## config.mk

```make
export PLATFORM = sky130hd
export DESIGN_NAME = d5m_camera_stream_gen
export DESIGN_NICKNAME = d
export VERILOG_FILES = /design/src/rtl/d5m_pkg.sv /design/src/rtl/d5m_pattern_pixel.sv /design/src/rtl/d5m_camera_stream_gen.sv
export SDC_FILE = /design/constraint.sdc
export NUM_CORES = 1
export LEC_CHECK = 0
export ABC_AREA = 1
export CORE_ASPECT_RATIO = 1.5
export CORE_MARGIN = 2
export CORE_UTILIZATION = 45
export DETAILED_ROUTE_END_ITERATION = 6
export SYNTH_ARGS = -nofsm -noshare
export SYNTH_HDL_FRONTEND = slang
export SYNTH_SLANG_ARGS = --single-unit
```

## constraint.sdc

```tcl
create_clock -name pixclk -period 6.8 [get_ports pixclk]
set_input_delay 2.04 -clock pixclk [delete_from_list [all_inputs] [get_ports pixclk]]
set_output_delay 2.04 -clock pixclk [all_outputs]
set_load 0.01 [all_outputs]
```

## src/rtl/d5m_pkg.sv

```systemverilog
// d5m_pkg: state encoding, pattern codes and Bayer constants shared by the D5M stream generator
package d5m_pkg;
  typedef enum logic [2:0] {IDLE, FV_LEAD, LINE, HBLANK, FV_TAIL, VBLANK} d5m_gen_state_t;
  localparam logic [1:0] PAT_RAMP = 2'd0;
  localparam logic [1:0] PAT_BAYER = 2'd1;
  localparam logic [1:0] PAT_FRAMEID = 2'd2;
  localparam logic [1:0] PAT_ZERO = 2'd3;
  localparam logic [11:0] G_VAL = 12'h800;
  localparam logic [11:0] R_VAL = 12'hFFF;
  localparam logic [11:0] B_VAL = 12'h100;
endpackage

```

## src/rtl/d5m_pattern_pixel.sv

```systemverilog
// d5m_pattern_pixel: combinational test-pattern pixel for position (x, y) in frame f
module d5m_pattern_pixel import d5m_pkg::*; #(
  parameter int dataWidth = 12,
  parameter int img_width = 64
) (
  input  logic [15:0]          x,
  input  logic [15:0]          y,
  input  logic [3:0]           f,
  input  logic [1:0]           sel,
  output logic [dataWidth-1:0] pix
);
  localparam int SH = dataWidth < 12 ? 12 - dataWidth : 0;
  localparam logic [dataWidth-1:0] G = dataWidth'(G_VAL >> SH);
  localparam logic [dataWidth-1:0] R = dataWidth'(R_VAL >> SH);
  localparam logic [dataWidth-1:0] B = dataWidth'(B_VAL >> SH);
  logic [dataWidth-1:0] ramp;
  logic [dataWidth-1:0] bayer;
  assign ramp = dataWidth'(32'(x) + 32'(y) * 32'(img_width));
  assign bayer = y[0] ? (x[0] ? G : B) : (x[0] ? R : G);
  always_comb begin
    pix = sel == PAT_RAMP    ? ramp :
          sel == PAT_BAYER   ? bayer :
          sel == PAT_FRAMEID ? {f, x[dataWidth-5:0]} : '0;
  end
endmodule

```

## src/rtl/d5m_camera_stream_gen.sv

```systemverilog
// d5m_camera_stream_gen: D5M-style ifval/ilval/idata frame generator with programmable timing and test patterns
module d5m_camera_stream_gen import d5m_pkg::*; #(
  parameter int dataWidth  = 12,
  parameter int img_width  = 64,
  parameter int img_height = 16,
  parameter int h_blank    = 8,
  parameter int fv_lead    = 4,
  parameter int fv_tail    = 4,
  parameter int v_blank    = 16
) (
  input  logic                 pixclk,
  input  logic                 ARESETN,
  input  logic                 enable,
  input  logic [1:0]           pattern_sel,
  output logic                 ifval,
  output logic                 ilval,
  output logic [dataWidth-1:0] idata,
  output logic                 frame_done,
  output logic [15:0]          frame_count,
  output logic                 busy
);
  if (img_width < 2 || img_height < 2 || h_blank < 1 || fv_lead < 1 || fv_tail < 1 || v_blank < 1 || dataWidth < 5 ||
      (img_width | img_height | h_blank | fv_lead | fv_tail | v_blank) > 65535) begin : g_param_err
    $fatal(1, "d5m_camera_stream_gen: illegal timing or width parameters");
  end
  d5m_gen_state_t state_q, state_d;
  logic [15:0] cnt_q, cnt_d, y_q, y_d, len, frame_count_q, frame_count_d;
  logic [1:0] sel_q, sel_d;
  logic ifval_q, ifval_d, ilval_q, ilval_d, frame_done_q, frame_done_d, busy_q, busy_d, last;
  logic [dataWidth-1:0] idata_q, idata_d, pix;
  assign len = state_q == FV_LEAD ? 16'(fv_lead) :
               state_q == LINE    ? 16'(img_width) :
               state_q == HBLANK  ? 16'(h_blank) :
               state_q == FV_TAIL ? 16'(fv_tail) : 16'(v_blank);
  assign last = cnt_q == len - 16'd1;
  always_comb begin
    state_d = state_q;
    cnt_d = cnt_q + 16'd1;
    y_d = y_q;
    sel_d = sel_q;
    case (state_q)
      IDLE: begin
        cnt_d = '0;
        if (enable) begin
          state_d = FV_LEAD;
          sel_d = pattern_sel;
          y_d = '0;
        end
      end
      FV_LEAD: if (last) begin
        state_d = LINE;
        cnt_d = '0;
      end
      LINE: if (last) begin
        cnt_d = '0;
        state_d = y_q == 16'(img_height - 1) ? FV_TAIL : HBLANK;
        y_d = y_q == 16'(img_height - 1) ? y_q : y_q + 16'd1;
      end
      HBLANK: if (last) begin
        state_d = LINE;
        cnt_d = '0;
      end
      FV_TAIL: if (last) begin
        state_d = VBLANK;
        cnt_d = '0;
      end
      VBLANK: if (last) begin
        cnt_d = '0;
        y_d = '0;
        state_d = enable ? FV_LEAD : IDLE;
        sel_d = enable ? pattern_sel : sel_q;
      end
      default: state_d = IDLE;
    endcase
    ifval_d = state_d inside {FV_LEAD, LINE, HBLANK, FV_TAIL};
    ilval_d = state_d == LINE;
    busy_d = state_d != IDLE;
    frame_done_d = state_q == FV_TAIL && state_d == VBLANK;
    frame_count_d = frame_count_q + 16'(frame_done_d);
    idata_d = ilval_d ? pix : '0;
  end
  // pixel is computed for the next cycle's position so idata lands in the same cycle as ilval
  d5m_pattern_pixel #(.dataWidth(dataWidth), .img_width(img_width)) u_pix (
    .x(cnt_d),
    .y(y_d),
    .f(frame_count_q[3:0]),
    .sel(sel_d),
    .pix(pix)
  );
  always_ff @(posedge pixclk or negedge ARESETN) begin
    if (!ARESETN) begin
      state_q <= IDLE;
      cnt_q <= '0;
      y_q <= '0;
      sel_q <= PAT_RAMP;
      ifval_q <= 1'b0;
      ilval_q <= 1'b0;
      idata_q <= '0;
      frame_done_q <= 1'b0;
      frame_count_q <= '0;
      busy_q <= 1'b0;
    end else begin
      state_q <= state_d;
      cnt_q <= cnt_d;
      y_q <= y_d;
      sel_q <= sel_d;
      ifval_q <= ifval_d;
      ilval_q <= ilval_d;
      idata_q <= idata_d;
      frame_done_q <= frame_done_d;
      frame_count_q <= frame_count_d;
      busy_q <= busy_d;
    end
  end
  assign ifval = ifval_q;
  assign ilval = ilval_q;
  assign idata = idata_q;
  assign frame_done = frame_done_q;
  assign frame_count = frame_count_q;
  assign busy = busy_q;
endmodule

```

==> results of run 1 <==
## critical path: stages
cell	delay (ns)
clkdlybuf4s50_1	0.48
inv_1	0.10
o21ai_2	0.19
a21oi_4	0.08
nand2_4	0.11
nand3_1	0.10
inv_1	0.10
ha_1	0.17
ha_1	0.19
nand3_1	0.12
nor3_1	0.25
and3_1	0.25
nand3_1	0.12
nor2_1	0.19
nand3_1	0.11
xnor2_1	0.13
## power breakdown
group	internal [mW]	switching (mW)	leakage (nW)	total, mW
logic	0.00395	0.0112	1.33	0.0152
clock network	0.323	0.182	0.156	0.505
registers	0.411	0.000156	0.851	0.411
## kinds of logic (layout without fill, tap and decap cells)
kind of cell | Yosys count | after routing | share of synthesized area, %
AO/OA/AOI/OAI | 52 | 52 | 8.511
buffers and inverters | 74 | 124 | 7.321
flip-flops | 69 | 69 | 43.18
AND/OR/NAND/NOR | 263 | 263 | 32.01
XOR/XNOR | 23 | 23 | 5.038
adder cells (fa/ha/maj) | 12 | 12 | 3.942
## Yosys cell counts, drive strengths merged (2+ instances only)
cell type  instances  area, sq um
nand2            111        456.7
inv               70        267.8
dfrtp             69         1727
nor2              65        309.0
nand3             50        285.3
a21oi             22        143.9
nor3              16        90.09
o21ai             15        86.33
xor2              15        131.4
nand4             13        81.33
ha                11        137.6
xnor2              8        70.07
a31oi              3        18.77
buf                3        21.27
nand3b             3        26.27
o211ai             3        22.52
o21a               3        22.52
or2                2        12.51
## routing by layer
metal  part of all wire, %  global-route usage [%]  routed length [microns]
met5                     0                       0                        0
met4                   2.1                   8.263                      198
met3                   2.8                   4.773                      270
met2                    55                   40.03                     5249
met1                    40                   24.64                     3814
## stage by stage
| step | power [mW] | hold WS [ns] | area (sq um) | utilization, % |
|---|---|---|---|---|
| after floorplan | 0.4227 | 0.4715 | 3999 | - |
| after CTS | 0.9422 | 0.4820 | 4806 | 55.09 |
| after global routing | 0.9664 | 0.4939 | 4806 | 55.09 |
| after detailed placement | 0.4350 | 0.4731 | 4482 | 51.38 |
| after global placement | 0.4351 | 0.4728 | 4482 | 51.38 |
| final | 0.9312 | 0.4775 | 4806 | 55.09 |
## registers in the layout, summed over array words and instances, names as in the netlist
| name | count |
|---|---|
| state_q | 3 |
| y_q | 16 |
| busy | 1 |
| frame_done | 1 |
| frame_count | 16 |
| cnt_q | 16 |
| ilval | 1 |
| ifval | 1 |
| sel_q | 2 |
| idata | 12 |
## worst paths after layout
kind,end,slack (ns),cells past startpoint
max in group asynchronous,y_q[4],4.33,2
min in group asynchronous,cnt_q[14],1.90,2
setup / recovery,frame_count[14],2.28,16
hold / removal,frame_count[15],0.48,1
hold reg to reg,frame_count[15],0.48,1
setup reg to reg,frame_count[14],3.37,20
## area by class of cell
type / instances / area, sq um / share of cell area [%]
Clock buffer: 9 / 225.2 / 4.686
Tap cell: 110 / 137.6 / 2.864
Timing Repair Buffer: 38 / 370.4 / 7.706
Clock inverter: 7 / 98.84 / 2.057
Inverter: 70 / 267.8 / 5.571
Multi-Input combinational cell: 350 / 1979 / 41.19
Sequential cell: 69 / 1727 / 35.93
==> metrics.cfg, run 1 <==
[clocking]
clk_pin_slew_ns=0.06
post_cts_buffers=0
cts_tree=built
cts.sinks=69
clk_path_buf_depth=2
cts_resized=0
root_buffer=clkbuf_16
htreeDepth=3
hold_buffers=0
clock_latency_ns=0.33
numCtsBuffers=9

[global_routing]
grt_max_degree=70
antenna_found_initial=0
grt_pass1_vias=3428
grt-ovfl-total=0
grt_pass1_wl_microns=16210
gr-usage-all-layers_pct=22.12

[logic_synthesis]
syn_inst=493
synth.distinct_cells=45
seq_area_frac_synth_pct=43.18
ys_async_sr_fraction_pct=100.0
yosysWarnings=0
synth-edff-count=0
ys_seq_elements=69
synth.avg_cell_area_sq_um=8.111
syn-cell-area_sq_mm=0.003999
synth_flop_cell=dfrtp_1
syn-num-nets=510

[job]
max-cap-violations=0

[power_and_ir_drop]
leakage_nw=2.337
powerDensity_mw_per_mm2=193.8
peakVddDrop_uv=139.0

[floorplanning]
dieHeight_microns=119.5
die-width_microns=80.97
ios=37
core_area_sq_mm=0.008723
die-area_sq_mm=0.009672
initial_core_util_pct=45.84
num_rows=42

[finish]
finalNonFillerCells=653
mostFrequentLayoutCells=101 x nand2_1, 69 x dfrtp_1, 64 x inv_1, 56 x nor2_1, 46 x nand3_1
layout.cells.most_common=nand2_1
syn2layout_area_growth_pct=20.18
fin_nets=555
fillers=851
drive_gt1_share_pct=11.79
num_antenna_cells=0

[timing]
rsz0062_at_grt=false
tightest_slew_ns=0.8566
post-route-period-util_pct=66.41
setup_viol=0
fin_setup_tns_ns=0
clock_skew_ns=0.006144
fmax_mhz=221.4
hold_viol=0
slew_headroom_pct=42.89
final.min_clock_period_ns=4.516
worst_slack_ns=2.284
maxSlewViolCount=0

[worst_setup_path]
crit-reg2reg-launch=state_q[0]
cp.required_ns=7.02
end_kind=flip-flop
start_kind=input port
worst-setup-path-type=in -> reg
arrival_ns=4.73
crit_path_max_fanout=6
startpoint=enable

[detailed_routing]
dr.pass1.iters=4
ant_nets=0
post_drt_via_cell_ratio=5.096
drc=0
vias=3328
finalWirelength_microns=9533
post_drt_wl_per_cell_microns=14.60
drtIter0Drc=192

[worst_hold_path]
hold_class=reg -> reg
hp-start=frame_count[15]

[placement]
dp_slack_ns=1.889
placed_cells_incl_taps=637
place_congestion=0.8732
portBuffers=36
place_hpwl_microns=7281

[outcome]
status=complete, no violations

Power figures use the tool's default switching activity.
==> inputs of run 2 (changes only) <==
==> constraint.sdc (replaced) <==
create_clock -name pixclk -period 4.3 [get_ports pixclk]
set_input_delay 1.29 -clock pixclk [delete_from_list [all_inputs] [get_ports pixclk]]
set_output_delay 1.29 -clock pixclk [all_outputs]
set_load 0.01 [all_outputs]
==> run 2 against run 1 <==
  * Via count increased by 1.7%
  * Sequential share of layout area increased by 0.056 points
  * Count of clock-buffer cells in the layout increased by 2
  * Largest cell class unchanged
  * Largest power group unchanged
==> metrics.cfg, run 2 (synthesized netlist as in run 1, its figures left out) <==
[global_routing]
antenna_found_initial=0  ; unchanged
grt_max_degree=70  ; unchanged
gr-usage-all-layers_pct=22.33  ; +0.21 points
grt_use_met2_pct=40.08  ; +0.052 points
grt_pass1_wl_microns=16260  ; +0.34%
grt-ovfl-total=0  ; unchanged
top_usage_layer=met2
use_met3_pct=4.470  ; -0.30 points
grtUsageMet1_pct=23.85  ; -0.79 points
grt_pass1_vias=3461  ; +0.96%

[detailed_routing]
post_drt_via_cell_ratio=5.169  ; +1.4%
dr.pass1.iters=4  ; unchanged
drtIter0Drc=126  ; -34%
post_drt_wl_per_cell_microns=14.60  ; about the same
ant_nets=0  ; unchanged
drc=0  ; unchanged
finalWirelength_microns=9563  ; +0.31%
vias=3386  ; +1.7%

[floorplanning]
initial_core_util_pct=45.84  ; unchanged
die-area_sq_mm=0.009672  ; unchanged
num_rows=42  ; unchanged
ios=37  ; unchanged
core_area_sq_mm=0.008723  ; unchanged
die-width_microns=80.97  ; unchanged
dieHeight_microns=119.5  ; unchanged

[placement]
place_hpwl_microns=7418  ; +1.9%
dp_slack_ns=0.1928  ; -1.696 ns
placed_cells_incl_taps=639  ; +0.31%
portBuffers=36  ; unchanged
place_congestion=0.8734  ; about the same
place_area_sq_mm=0.004497  ; +0.33%

[finish]
multiInputGateArea_sq_mm=0.001979  ; unchanged
mostFrequentLayoutCells=101 x nand2_1, 69 x dfrtp_1, 64 x inv_1, 56 x nor2_1, 46 x nand3_1
fin_nets=557  ; +0.36%
layout.cells.most_common=nand2_1
fillers=876  ; +2.9%
drive_gt1_share_pct=11.93  ; +0.14 points
num_antenna_cells=0  ; unchanged
syn2layout_area_growth_pct=19.99
utilization_pct=55.01  ; -0.086 points
finalNonFillerCells=655  ; +0.31%
fin_area_sq_mm=0.004798  ; -0.16%
regArea_sq_mm=0.001727  ; unchanged

[clocking]
clk_path_buf_depth=2  ; unchanged
clock_latency_ns=0.34  ; about the same
post_cts_buffers=0  ; unchanged
clk_pin_slew_ns=0.05  ; about the same
cts_tree=built
root_buffer=clkbuf_16
cts.sinks=69  ; unchanged
numCtsBuffers=9  ; unchanged
htreeDepth=3  ; unchanged
cts_resized=0  ; unchanged
hold_buffers=0  ; unchanged

[timing]
maxSlewViolCount=0  ; unchanged
rsz0062_at_grt=false
hold_viol=0  ; unchanged
slew_headroom_pct=43.16  ; +0.27 points
final.min_clock_period_ns=3.704
fmax_mhz=270.0
setup_viol=0  ; unchanged
tightest_slew_ns=0.8526  ; -0.003980 ns
clock_skew_ns=0.005656  ; -0.0004883 ns
worst_slack_ns=0.5963  ; -1.688 ns
post-route-period-util_pct=86.13
holdWs_ns=0.4846  ; +0.007111 ns
fin_setup_tns_ns=0  ; unchanged

[worst_setup_path]
cp.required_ns=4.52  ; -2.50 ns
crit_chain=clkdlybuf4s50_1, inv_1, o21ai_2, a21oi_4, nand2_4, nand3_1, inv_1, ha_1, ha_1, nand3_1, nor3_1, and3_1, nand3_1, nor2_1, nand3_1, xnor2_1
cp_slowest_cell=clkdlybuf4s50_1
crit_path_max_fanout=6  ; unchanged
path_buf_inv=3  ; unchanged
crit_family=simple AND/OR/NAND/NOR gates
end_kind=flip-flop
start_kind=input port
critical_path.most_common_cell=nand3_1
ff2ff_setup_slack_ns=0.71  ; -2.66 ns
worst-setup-path-type=in -> reg
max_stage_delay_ns=0.48  ; about the same
arrival_ns=3.93  ; -0.80 ns

[outcome]
status=complete, no violations

[power_and_ir_drop]
leakage_nw=2.332  ; -0.18%
powerDensity_mw_per_mm2=295.4  ; +52%
total_power_mw=1.418  ; +52%
peakVddDrop_uv=281.7  ; +100%

[worst_hold_path]
hold_class=reg -> reg

[job]
max-cap-violations=0  ; unchanged

-- run 2: final cells by class --
cell class / count / area share (%)
repair buffers: 40 / 8.031
multi-input cells: 350 / 41.25
clock buffers: 11 / 5.059
clock inverters: 5 / 1.226
flip-flops and latches: 69 / 35.98
inverters: 70 / 5.580
well taps: 110 / 2.868
-- run 2: final timing paths --
check / startpoint / cells past startpoint / to
max in group asynchronous: ARESETN / 2 / ifval
min in group asynchronous: ARESETN / 2 / cnt_q[12]
worst max register to register: state_q[0] / 20 / idata[11]
worst min-delay path: frame_count[15] / 1 / frame_count[15]
worst max-delay path: enable / 16 / frame_count[14]
worst min register to register: frame_count[15] / 1 / frame_count[15]
-- run 2: worst reg2reg max path, delay by kind of cell (launching register included) --
kind,cells,cell delay (ns)
flops,1,0.46
simple gates,13,1.43
compound gates,3,0.78
buf+inv,2,0.35
xor+xnor,1,0.21
fa+ha+maj,1,0.28
-- run 2: power by group --
| part | internal [mW] | leakage (nW) | switching, mW |
|---|---|---|---|
| clock network | 0.465 | 0.142 | 0.277 |
| logic | 0.00625 | 1.34 | 0.0178 |
| registers | 0.651 | 0.851 | 0.000209 |
| total | 1.12 | 2.33 | 0.295 |
-- run 2: routing by layer --
layer	part of all wire, %	wire (microns)
met5	0	0
met4	3.2	302
met3	3.1	292
met2	56	5319
met1	38	3649
